[config.mk]
export PLATFORM = sky130hd
export DESIGN_NAME = stream_from_memory_burst
export DESIGN_NICKNAME = d
export VERILOG_FILES = /design/src/rtl/stream_from_memory_burst.sv
export SDC_FILE = /design/constraint.sdc
export NUM_CORES = 1
export LEC_CHECK = 0
export BUFFER_PORTS_ARGS = -buffer_cell sky130_fd_sc_hd__buf_2
export CORE_MARGIN = 3
export CORE_UTILIZATION = 32
export DETAILED_ROUTE_END_ITERATION = 12
export GPL_ROUTABILITY_DRIVEN = 0
export GPL_TIMING_DRIVEN = 0
export HOLD_SLACK_MARGIN = 0.08
export PLACE_DENSITY = 0.47
export RECOVER_POWER = 100
export SLEW_MARGIN = 40
export SYNTH_ARGS = -nofsm -noshare
export SYNTH_HDL_FRONTEND = slang
export SYNTH_SLANG_ARGS = --single-unit
[constraint.sdc]
create_clock -name clk -period 3.9 [get_ports clk]
set_clock_uncertainty 0.1 [all_clocks]
set_input_delay 0.195 -clock clk [delete_from_list [all_inputs] [get_ports clk]]
set_output_delay 0.195 -clock clk [all_outputs]
set_load 0.02 [all_outputs]
[src/rtl/stream_from_memory_burst.sv]
// Replays a memory region as a word stream, one word per downstream request,
// repeated a programmable number of times with idle gaps between packets.
module stream_from_memory_burst #(
  parameter int DATA_WIDTH   = 8,
  parameter int ADDR_WIDTH   = 11,
  parameter int REPEAT_WIDTH = 8,
  parameter int GAP_WIDTH    = 16
) (
  input  logic                    clk,
  input  logic                    rst_n,
  input  logic                    start,
  input  logic [ADDR_WIDTH-1:0]   read_start,
  input  logic [ADDR_WIDTH-1:0]   read_end,
  input  logic [REPEAT_WIDTH-1:0] repeats,
  input  logic [GAP_WIDTH-1:0]    gap_cycles,
  input  logic                    readclk,
  output logic                    ram_readclk,
  output logic [ADDR_WIDTH-1:0]   ram_raddr,
  input  logic                    ram_outclk,
  input  logic [DATA_WIDTH-1:0]   ram_out,
  output logic                    outclk,
  output logic [DATA_WIDTH-1:0]   out,
  output logic                    busy,
  output logic                    done
);

  // state     | meaning
  // IDLE      | no burst active
  // WAIT_REQ  | waiting for a downstream request, or at end of packet
  // WAIT_DATA | one memory read outstanding
  // GAP       | counting idle cycles between packets
  // DONE      | burst finished, done pulse is high
  typedef enum logic [2:0] {IDLE, WAIT_REQ, WAIT_DATA, GAP, DONE} state_t;

  state_t                  state;
  logic [ADDR_WIDTH-1:0]   start_r;
  logic [ADDR_WIDTH-1:0]   end_r;
  logic [ADDR_WIDTH-1:0]   addr;
  logic [REPEAT_WIDTH-1:0] pkt_left;
  logic [GAP_WIDTH-1:0]    gap_r;
  logic [GAP_WIDTH-1:0]    gap_cnt;
  logic                    pending;

  assign busy = (state != IDLE);

  always_ff @(posedge clk or negedge rst_n) begin
    if (!rst_n) begin
      state       <= IDLE;
      start_r     <= '0;
      end_r       <= '0;
      addr        <= '0;
      pkt_left    <= '0;
      gap_r       <= '0;
      gap_cnt     <= '0;
      pending     <= 1'b0;
      ram_readclk <= 1'b0;
      ram_raddr   <= '0;
      outclk      <= 1'b0;
      out         <= '0;
      done        <= 1'b0;
    end else begin
      ram_readclk <= 1'b0;
      outclk      <= 1'b0;
      done        <= 1'b0;
      if (start) begin
        // Restart from any state; leaving WAIT_DATA makes any in-flight data ignored.
        start_r  <= read_start;
        end_r    <= read_end;
        gap_r    <= gap_cycles;
        pkt_left <= (repeats == '0) ? REPEAT_WIDTH'(1) : repeats;
        addr     <= read_start;
        gap_cnt  <= '0;
        pending  <= 1'b0;
        state    <= WAIT_REQ;
      end else begin
        case (state)
          IDLE: ;
          WAIT_REQ: begin
            if (addr != end_r) begin
              if (readclk || pending) begin
                ram_readclk <= 1'b1;
                ram_raddr   <= addr;
                pending     <= 1'b0;
                state       <= WAIT_DATA;
              end
            end else if (pkt_left > REPEAT_WIDTH'(1)) begin
              pkt_left <= pkt_left - 1'b1;
              if (gap_r == '0) begin
                addr <= start_r;
              end else begin
                gap_cnt <= gap_r;
                state   <= GAP;
              end
            end else begin
              done  <= 1'b1;
              state <= DONE;
            end
          end
          WAIT_DATA: begin
            if (readclk) pending <= 1'b1;
            if (ram_outclk) begin
              outclk <= 1'b1;
              out    <= ram_out;
              addr   <= addr + 1'b1;
              state  <= WAIT_REQ;
            end
          end
          GAP: begin
            if (readclk) pending <= 1'b1;
            if (gap_cnt <= GAP_WIDTH'(1)) begin
              gap_cnt <= '0;
              addr    <= start_r;
              state   <= WAIT_REQ;
            end else begin
              gap_cnt <= gap_cnt - 1'b1;
            end
          end
          DONE: begin
            pending <= 1'b0;
            state   <= IDLE;
          end
          default: state <= IDLE;
        endcase
      end
    end
  end

endmodule
## Word level (Yosys, flattened, before mapping)

Cells that the tools add are included.

- Flip-flop bits (word level): 99
- Latch bits: 0
- Memory bits (writable): 0
- Memory bits (read-only): 0
- Input bits: 59
- Output and inout port bits: 23
- Memories kept: 0

- Add/subtract/negate cells: 3
- $mul: 0
- Divide/modulo/power cells: 0
- Magnitude comparators: 2
- Eq/ne operators: 18
- Shift operators: 0
- Multiplexer cells: 42
- Bitwise gates (word level): 1
- Reductions and logical operators: 18

Operators with widths:

| operator | number |
|---|---|
| 2-to-1 mux 16 bit | 5 |
| 2-to-1 mux 11 bit | 6 |
| 2-to-1 mux 8 bit | 5 |
| case mux 11 bit (3 select lines) | 1 |
| case mux 16 bit (2 select lines) | 1 |
| != test 3 bit (second input constant) | 8 |
| 2-to-1 mux 3 bit | 7 |
| less-or-equal comparator 16 x 1 -> 1 bit (second input constant) | 1 |
| zero test 16 bit | 1 |
| subtractor 16 x 1 -> 16 bit (second input constant) | 1 |
| 2-to-1 mux 1 bit | 15 |
| case mux 3 bit (4 select lines) | 1 |
| AND reduction 4 bit | 3 |
| adder 11 x 1 -> 11 bit (second input constant) | 1 |
| != test 11 bit | 1 |
| > comparator 8 x 1 -> 1 bit (second input constant) | 1 |
| zero test 8 bit | 1 |
| nonzero test 4 bit | 2 |
| subtractor 8 x 1 -> 8 bit (second input constant) | 1 |
| == test 3 x 2 -> 1 bit (second input constant) | 2 |
| AND reduction 3 bit | 2 |
| AND reduction 6 bit | 1 |
| nonzero test 3 bit | 2 |
| != test 5 bit (second input constant) | 1 |
| 12 further kinds | 14 |

## Logic depth before layout (Yosys ltp)

Gate-level depths: netlist of the first run.

- Depth after elaboration: 6
- Gate-level depth with buffers: 10

## Least setup slack after synthesis of the first run

OpenSTA, ideal clock, no wires.

- Path kind: register -> register
- Start: reg gap_cnt[8]
- End: reg addr[1]
- Setup time: 0.125 ns
- Arrival time: 2.225 ns
- Path slack: 1.450 ns
- Cell stages (with the launch flop): 8
- Period minus slack after synthesis: 2.450 ns
- Path through: dfrtp_1 > or4_4 > nor4_2 > a21o_1 > buf_4 > o311ai_4 > nor2_4 > mux2_2

- Word-level cells in the longest chain between the ends: 3

Ends and longest elaborated chain:

| item | RTL line | RTL |
|---|---|---|
| start: declaration | 41 | `logic [GAP_WIDTH-1:0] gap_cnt;` |
| start signal: assignment | 91 | `gap_cnt <= gap_r;` |
| start signal: assignment | 115 | `gap_cnt <= gap_cnt - 1'b1;` |
| less-or-equal comparator 16 x 1 -> 1 bit | 110 | `if (gap_cnt <= GAP_WIDTH'(1)) begin` |
| != test 3 bit (no source line) | - |  |
| AND reduction 6 bit (no source line) | - |  |
| end signal: assignment | 89 | `addr <= start_r;` |
| end signal: assignment | 104 | `addr <= addr + 1'b1;` |
| end signal: assignment | 112 | `addr <= start_r;` |
| end: declaration | 38 | `logic [ADDR_WIDTH-1:0] addr;` |

Every way passes these cells.
A chain may end at the register's enable or synchronous reset.

## Worst setup path after layout of the first run

- Start: reg pkt_left[4]
- End: reg gap_cnt[8]

- Word-level cells in the longest chain between the ends: 3

Ends and longest elaborated chain:

| item | RTL line | RTL |
|---|---|---|
| start: declaration | 39 | `logic [REPEAT_WIDTH-1:0] pkt_left;` |
| start signal: assignment | 70 | `pkt_left <= (repeats == '0) ? REPEAT_WIDTH'(1) : repeats;` |
| start signal: assignment | 87 | `pkt_left <= pkt_left - 1'b1;` |
| > comparator 8 x 1 -> 1 bit | 86 | `end else if (pkt_left > REPEAT_WIDTH'(1)) begin` |
| != test 3 bit (no source line) | - |  |
| AND reduction 4 bit (no source line) | - |  |

Every way passes these cells.

==> out/qor.yml, run 1 <==
cts_max_path_buffers: 2
drt-initial-drc-count: 322
end_kind: "flop"
crit_start: "pkt_left[4]$_DFFE_PN0P_"
r2r_setup_slack_ps: 740
rsz0062_at_grt: "false"
antenna_found_initial: 0
die_w_um: 130.8
synth_edf_count: 0
grtUsageTotal: 0.1643
max_freq_mhz: 316.8
nNetsFinal: 691
r2r_cells: 7
cp-endpoint: "gap_cnt[8]$_DFFE_PN0P_"
hpwl_mm: 9.304
worstPathMaxFanout: 10
instances_no_fill: 816
grt-ovfl-total: 0
r2r-start: "pkt_left[4]$_DFFE_PN0P_"
critPathRequiredTime_ps: 4060
hold_depth: 2
multi_input_area_um2: 2302
io_buffers: 81
dr.pass1.iters: 5
syn_to_final_growth_pct: 29.56
numCtsBuffers: 9
slew_viol_final: 42
drive_gt1_frac: 0.2184
cts_htree_levels: 3
clk_pin_slew_worst_paths_ps: 70
reg2reg_to: "gap_cnt[8]$_DFFE_PN0P_"
tns_ps: 0
ys_ff_latch: 99
whs_ps: 79.47
synth_area_um2: 4986
crit_arrival_ps: 3310
insertion_delay_ps: 360
setup_viol: 0
die-area_um2: 17120
start_util: 0.3354
final_common_cell: "dfrtp_1"
regArea_um2: 2477
start_kind: "flop"
pre_cts_slack_ps: 910.9
outcome: "complete, but fails checks"
worstMarginPinSlew_ps: 2389
worstSetupPathType: "flop to flop"
wirelength_mm: 13.21
ys_seq_area_frac: 0.4969
wl_per_cell_um: 16.19
synth_ff_type: "dfrtp_1"
core_um2: 14860
maxUsedRoutingLayer: "met4"
grt_pass1_vias: 4195
synth_cell_type_count: 54
grt_max_degree: 59
fill_cells: 1445
hold_path.class: "input pin to flop"
power.density_nw_per_um2: 515.2
rows: 44
synthArstFlopShare: 1.000
dr_wl_met3_um: 583
violations: "max-capacitance violations, max-slew violations"
hold_viol: 0
dr_wl_met2_mm: 6.488
cts_tree: "built"
period_minus_slack_ps: 3157
vias: 4191
diodes: 0
wl_met1_mm: 5.963
maxCapViolCount: 1
antenna_left: 0
cts.sinks: 99
irDropWorstVdd_v: 0.0002245
die_h_um: 130.8
min_period_over_period: 0.8094
syn_inst: 479
route.detailed.drc: 0
fin_ws_ps: 743.2
power_leakage_nw: 2.739
p_total_w: 0.003328
relSlewSlack: -0.5927
io_pins: 82
final_cell_mix: "dfrtp_1, o21ai_0, buf_2"
synthesis.nets: 543
post_cts_buffers: 0
synth-warning-count: 0
dpl.cell_count: 745
syn_area_per_cell_um2: 10.41
cts-root-buf: "clkbuf_16"
grt_pass1_wl_mm: 21.87
vias_per_cell: 5.136
==> cells by family (layout without fill, tap and decap cells) <==
kind of cell / count (synthesis) / in the layout / share of synthesized area
adders and majority gates: 5 / 5 / 0.01255
DFF: 99 / 99 / 0.4969
muxes: 59 / 59 / 0.1325
AOI/OAI and AO/OA: 112 / 112 / 0.1378
buffers and inverters: 43 / 196 / 0.03563
xor gates and xnor gates: 21 / 21 / 0.03689
and+or+nand+nor: 140 / 140 / 0.1478
==> flip-flops by register name, indices dropped and copies added (netlist names) <==
name,count
done,1
end_r,11
ram_readclk,1
pkt_left,8
addr,11
gap_cnt,16
out,8
outclk,1
gap_r,16
start_r,11
ram_raddr,11
pending,1
state,3
==> cells in the mapped netlist, types with 2 or more instances <==
cell	instances	area, µm²
or4_1	2	15.01
or4_4	3	33.78
nor2b_1	8	50.05
nand3_1	10	50.05
nand4_1	9	56.30
a22oi_1	6	45.04
clkbuf_1	15	56.30
a31oi_1	2	12.51
mux2i_1	3	30.03
dfrtp_1	99	2477
o21ai_0	55	275.3
nor4_1	11	68.82
buf_2	2	10.01
buf_1	3	11.26
a32oi_1	5	43.79
nand3b_1	2	15.01
nor3_1	13	65.06
and3_1	3	18.77
or3_1	6	37.54
ha_1	5	62.56
mux2_2	56	630.6
nand2_1	26	97.59
nor2_1	34	127.6
a2bb2oi_1	3	26.28
nand2b_1	6	37.54
xor2_1	5	43.79
o21ai_1	2	10.01
clkbuf_2	2	10.01
inv_1	19	71.32
xnor2_1	16	140.1
a21oi_1	25	125.1
==> worst max-delay path: stages (launching register included) <==
cell,delay [ps]
dfrtp_1,440
or4_1,590
or4_1,490
clkbuf_1,260
a41oi_1,510
clkbuf_1,400
o21ai_0,160
o21ai_0,120
==> per-layer routing <==
layer,track usage,vias up
li1,-,2018
met1,0.2141,2043
met2,0.2699,111
met3,0.04268,19
met4,0.04840,0
met5,0,-
==> layout make-up <==
class / instances / area share
Clock buffer: 9 / 0.03486
Inverter: 19 / 0.01104
Multi-Input combinational cell: 337 / 0.3564
Clock inverter: 7 / 0.01627
Timing Repair Buffer: 137 / 0.1474
Tap cell: 184 / 0.03564
Buffer: 24 / 0.01491
Sequential cell: 99 / 0.3835
==> worst min-delay path by stage <==
stage | start | end | slack (ps)
6_report | ram_outclk | state[1]$_DFFE_PN0P_ | 80
5_1_grt | ram_outclk | state[1]$_DFFE_PN0P_ | 120
4_1_cts | ram_outclk | state[1]$_DFFE_PN0P_ | 100
3_5_place_dp | rst_n | gap_cnt[6]$_DFFE_PN0P_ | 9
3_3_place_gp | gap_cycles[7] | gap_r[7]$_DFFE_PN0P_ | 330
2_1_floorplan | rst_n | addr[0]$_DFFE_PN0P_ | -200
==> what timing repair did <==
item / in CTS / in global routing
hold endpoints to repair: 155 / 0
hold buffers: 55 / 0
gates resized for setup: 0 / 0
==> power breakdown <==
part | switching, W | total [W] | leakage (nW) | internal [W]
clock | 0.000418 | 0.000991 | 0.159 | 0.000572
sequential | 0.000180 | 0.00142 | 1.20 | 0.00124
combinational | 0.000516 | 0.000916 | 1.38 | 0.000400
==> stage by stage <==
step / util / instance area, µm²
6_report: 0.4346 / 6460
5_1_grt: 0.4346 / 6460
4_1_cts: 0.4400 / 6540
3_5_place_dp: 0.3807 / 5659
3_3_place_gp: 0.3782 / 5622
2_1_floorplan: - / 4986
No activity file was read; power rests on OpenSTA's default activity.
==> run 2, diff against run 1 <==
==> constraint.sdc (replaced) <==
create_clock -name clk -period 3.1 [get_ports clk]
set_clock_uncertainty 0.1 [all_clocks]
set_input_delay 0.155 -clock clk [delete_from_list [all_inputs] [get_ports clk]]
set_output_delay 0.155 -clock clk [all_outputs]
set_load 0.02 [all_outputs]
==> run 2 against run 1 <==
  * The flow still finishes with violations (max-capacitance violations, max-slew violations)
  * Clock power increased by 26%
  * Core utilization increased by 0.40 points
  * Power increased by 26%
  * Largest cell class unchanged
==> out/qor.yml, run 2 (same netlist as run 1, synthesis figures left out) <==
outcome: "complete, but fails checks"
violations: "max-capacitance violations, max-slew violations"
grt_pass1_vias: 4200
critPathMostFrequentCell: "clkbuf_1"
rows: 44
route.detailed.drc: 0
final_cell_mix: "dfrtp_1, buf_2, o21ai_0"
worstSetupPathType: "flop to flop"
slew_viol_final: 42
wl_per_cell_um: 16.18
relSlewSlack: -0.3144
slowest_stage: "clkbuf_1"
antenna_found_initial: 0
reg.largest.list: "gap_cnt (16), gap_r (16)"
grt-ovfl-total: 0
diodes: 0
syn_to_final_growth_pct: 30.77
drive_gt1_frac: 0.2259
power.density_nw_per_um2: 644.0
io_buffers: 81
vias_per_cell: 5.124
pwr-share-seq: 0.426
insertion_delay_ps: 350
tns_ps: 0
die_w_um: 130.8
core_um2: 14860
io_pins: 82
pwr-share-clk: 0.297
dr.pass1.iters: 5
nNetsFinal: 692
numCtsBuffers: 9
start_kind: "flop"
min_period_over_period: 0.9098
clk_pin_slew_worst_paths_ps: 70
die_h_um: 130.8
dpl.cell_count: 745
critical-path-max-stage-delay_ps: 500
vias: 4186
worstPathCellList: "clkbuf_1 -> xnor2_1 -> nand4_1 -> nor3_4 -> or3_1 -> clkbuf_1 -> mux2_2"
hpwl_mm: 9.304
cts_tree: "built"
rsz0062_at_grt: "false"
period_minus_slack_ps: 2820
critPathRequiredTime_ps: 3240
cts.sinks: 99
post_cts_buffers: 0
internal-power_w: 0.002791
start_util: 0.3354
maxCapViolCount: 1
grtUsageTotal: 0.1644
cts_htree_levels: 3
hold_path.class: "input pin to flop"
end_kind: "flop"
grt_pass1_wl_mm: 21.89
p_sw_frac: 0.3354
grt_max_degree: 59
antenna_left: 0
worstMarginPinSlew_ps: 1972
cts-root-buf: "clkbuf_16"
fill_cells: 1438
die-area_um2: 17120
instances_no_fill: 817
pwr-share-comb: 0.277
cts_max_path_buffers: 2
crit_arrival_ps: 2960
wirelength_mm: 13.22
final_common_cell: "dfrtp_1"
hold_viol: 0
worstPathMaxFanout: 10
drt-initial-drc-count: 274
switchingPower_w: 0.001409
setup_viol: 0
irDropWorstVdd_v: 0.0002823
power_leakage_nw: 2.788
max_freq_mhz: 354.6
## run 2: path summary, 6_finish.rpt
| check | startpoint | end | slack, ps | depth (start not counted) |
|---|---|---|---|---|
| max | addr[6]$_DFFE_PN0P_ | ram_raddr[4]$_DFFE_PN0P_ | 280 | 7 |
| min | readclk | pending$_DFFE_PN0P_ | 130 | 4 |
| max reg2reg | addr[6]$_DFFE_PN0P_ | ram_raddr[4]$_DFFE_PN0P_ | 280 | 7 |
| min reg2reg | out[4]$_DFFE_PN0P_ | out[4]$_DFFE_PN0P_ | 400 | 1 |
| max in group asynchronous | rst_n | pkt_left[6]$_DFFE_PN0P_ | 870 | 2 |
| min in group asynchronous | rst_n | gap_cnt[6]$_DFFE_PN0P_ | 900 | 2 |
## run 2: area by class of cell
class                      instances  area, µm²  area share
multi-input combinational        337       2333      0.3579
sequential                        99       2477      0.3800
clock buffer                       9      225.2     0.03454
timing repair buffer             138      970.9      0.1489
inverter                          19      71.32     0.01094
buffer                            24      106.4     0.01631
tap                              184      230.2     0.03531
clock inverter                     7      105.1     0.01612
## run 2: stage by stage
stage	worst slack [ps]	hold WS [ps]	total power, W	area [µm²]	util
2_1_floorplan	650.1	-240.6	0.002551	4986	-
3_3_place_gp	134.0	286.4	0.002946	5622	0.3782
3_5_place_dp	110.9	-30.89	0.002971	5659	0.3807
4_1_cts	96.59	124.5	0.004298	6550	0.4407
5_1_grt	117.1	132.4	0.004475	6520	0.4386
6_report	279.7	134.4	0.004199	6520	0.4386
## run 2: what timing repair did
action	in CTS	in global routing
endpoints found under the setup margin	0	9
endpoints found under the hold margin	161	0
resized for setup	0	1
hold buffers	56	0
## run 2: power by group through the flow
stage	clock, W	combinational, W	sequential, W
5_1_grt	0.00135	0.00129	0.00183
2_1_floorplan	0	0.000642	0.00191
6_report	0.00125	0.00116	0.00179
4_1_cts	0.00129	0.00121	0.00179
3_5_place_dp	0	0.00115	0.00182
3_3_place_gp	0	0.00114	0.00181
## run 2: metal layers
| metal | part of all wire | wire, µm | up-vias | global-route usage |
|---|---|---|---|---|
| met4 | 0.014 | 190 | 0 | 0.04840 |
| met3 | 0.043 | 565 | 21 | 0.04268 |
| met2 | 0.49 | 6451 | 102 | 0.2699 |
| met1 | 0.45 | 6014 | 2041 | 0.2143 |
| met5 | 0 | 0 | - | 0 |
| li1 | - | - | 2022 | - |
## run 2: worst max-delay path: cells and delay by family, from the launching register on
kind,cells,cell delay [ps]
XOR/XNOR,1,180
buffers and inverters,2,820
flip-flops,1,320
multiplexers,1,410
AND/OR/NAND/NOR,3,870
==> run 3, diff against run 2 <==
--- a/config.mk
+++ b/config.mk
@@ -6,14 +6,17 @@
 export NUM_CORES = 1
 export LEC_CHECK = 0
 export BUFFER_PORTS_ARGS = -buffer_cell sky130_fd_sc_hd__buf_2
+export CELL_PAD_IN_SITES_DETAIL_PLACEMENT = 1
+export CELL_PAD_IN_SITES_GLOBAL_PLACEMENT = 1
 export CORE_MARGIN = 3
 export CORE_UTILIZATION = 32
 export DETAILED_ROUTE_END_ITERATION = 12
 export GPL_ROUTABILITY_DRIVEN = 0
 export GPL_TIMING_DRIVEN = 0
 export HOLD_SLACK_MARGIN = 0.08
-export PLACE_DENSITY = 0.47
+export PLACE_DENSITY = 0.58
 export RECOVER_POWER = 100
+export SKIP_LAST_GASP = 1
 export SLEW_MARGIN = 40
 export SYNTH_ARGS = -nofsm -noshare
 export SYNTH_HDL_FRONTEND = slang
==> run 3 against run 2 <==
  * Cell count decreased by 0.12%
  * Critical path type unchanged
  * Via count increased by 1.5%
  * The run now ends clean
  * Routed wire length increased by 12%
  * Sequential power about the same
  * Largest power group unchanged
  * Combinational power about the same
  * First-iteration DRC count decreased by 34%
  * Global-route usage increased by 1.7 points
  * Critical endpoint is now addr[2]$_DFFE_PN0P_
==> out/qor.yml, run 3 (same netlist as run 1, synthesis figures left out) <==
outcome: "completed"
syn_to_final_growth_pct: 29.46
wirelength_mm: 14.76
cts_tree: "built"
drt-initial-drc-count: 180
route.detailed.drc: 0
regArea_um2: 2477
ctsResizeCount: 0
grt_pass1_wl_mm: 23.87
r2r_cells: 9
vias: 4248
grt_pass1_vias: 4495
post_cts_buffers: 0
final_common_cell: "dfrtp_1"
p_total_w: 0.004144
power_leakage_nw: 2.737
start_kind: "flop"
fin_util: 0.4343
io_buffers: 81
die_h_um: 130.8
end_kind: "flop"
whs_ps: 151.0
relSlewSlack: 0.1753
wl_per_cell_um: 18.09
tns_ps: 0
reg2reg_to: "addr[2]$_DFFE_PN0P_"
slew_viol_final: 0
grt_max_degree: 51
grtUsageTotal: 0.1816
crit_start: "gap_cnt[0]$_DFFE_PN0P_"
rsz0062_at_grt: "false"
cts_max_path_buffers: 2
die-area_um2: 17120
fill_cells: 1696
hold_path.class: "input pin to flop"
irDropWorstVdd_v: 0.0003162
r2r_setup_slack_ps: 240
die_w_um: 130.8
drive_gt1_frac: 0.2263
period_minus_slack_ps: 2864
hpwl_mm: 10.27
cts.sinks: 99
cp-endpoint: "addr[2]$_DFFE_PN0P_"
nNetsFinal: 691
hold_viol: 0
r2r-start: "gap_cnt[0]$_DFFE_PN0P_"
min_period_over_period: 0.9239
dr.pass1.iters: 4
reg.largest.list: "gap_cnt (16), gap_r (16)"
vias_per_cell: 5.206
cts-root-buf: "clkbuf_16"
grt-ovfl-total: 0
power.density_nw_per_um2: 642.0
start_util: 0.3354
antenna_left: 0
worstMarginPinSlew_ps: 1237
rows: 44
io_pins: 82
antenna_found_initial: 0
maxCapViolCount: 0
multi_input_area_um2: 2331
setup_viol: 0
core_um2: 14860
cts_htree_levels: 3
insertion_delay_ps: 360
worstSetupPathType: "flop to flop"
numCtsBuffers: 9
max_freq_mhz: 349.2
critPathRequiredTime_ps: 3250
clk_pin_slew_worst_paths_ps: 70
final_cell_mix: "dfrtp_1, buf_2, o21ai_0"
diodes: 0
crit_arrival_ps: 3010
worstPathMaxFanout: 9
## run 3: metrics by stage
| stage | area [µm²] | worst slack (ps) | instances |
|---|---|---|---|
| floorplan | 4986 | 650.1 | 479 |
| global placement | 5622 | 147.5 | 744 |
| detailed placement | 5659 | 137.0 | 745 |
| CTS | 6528 | 130.3 | 817 |
| global route | 6455 | 51.50 | 816 |
| finish | 6455 | 236.0 | 816 |
## run 3: final cells by class
type | instances | area share
tap | 184 | 0.03567
clock inverter | 7 | 0.01279
multi-input combinational | 337 | 0.3611
sequential | 99 | 0.3838
timing repair buffer | 138 | 0.1458
clock buffer | 9 | 0.03489
inverter | 19 | 0.01105
buffer | 23 | 0.01493
## run 3: how the worst min path moves through the flow
stage	startpoint	endpoint	depth (start not counted)
6_report	readclk	state[1]$_DFFE_PN0P_	5
5_1_grt	readclk	state[0]$_DFFE_PN0P_	4
4_1_cts	readclk	state[1]$_DFFE_PN0P_	5
3_5_place_dp	rst_n	gap_r[14]$_DFFE_PN0P_	1
3_3_place_gp	gap_cycles[7]	gap_r[7]$_DFFE_PN0P_	2
2_1_floorplan	rst_n	addr[0]$_DFFE_PN0P_	0
## run 3: critical path, stage by stage (launching register included)
cell and delay [ps]:
dfrtp_1 390, inv_1 130, ha_1 260, nor2_1 70
nor4_1 550, a21o_1 210, buf_4 170, o311ai_4 180
nor2_4 320, mux2_2 370
## run 3: power by group
group          leakage, nW  total (W)  switching, W  internal (W)
clock network        0.145    0.00116      0.000526      0.000638
registers             1.20    0.00180      0.000240       0.00156
logic                 1.39    0.00118      0.000673      0.000504
total                 2.74    0.00414       0.00144       0.00270
## run 3: routing by layer
layer  share of wire  vias up  global-route usage
li1                -     2025                   -
met1            0.44     2148              0.2263
met5               0        -                   0
met2            0.51       61              0.3152
met3           0.029       14             0.03862
met4           0.018        0             0.05626
## run 3: repair_timing
item	in CTS	in global routing
endpoints found under the hold margin	162	0
hold buffers	56	0
setup endpoints to repair	0	9
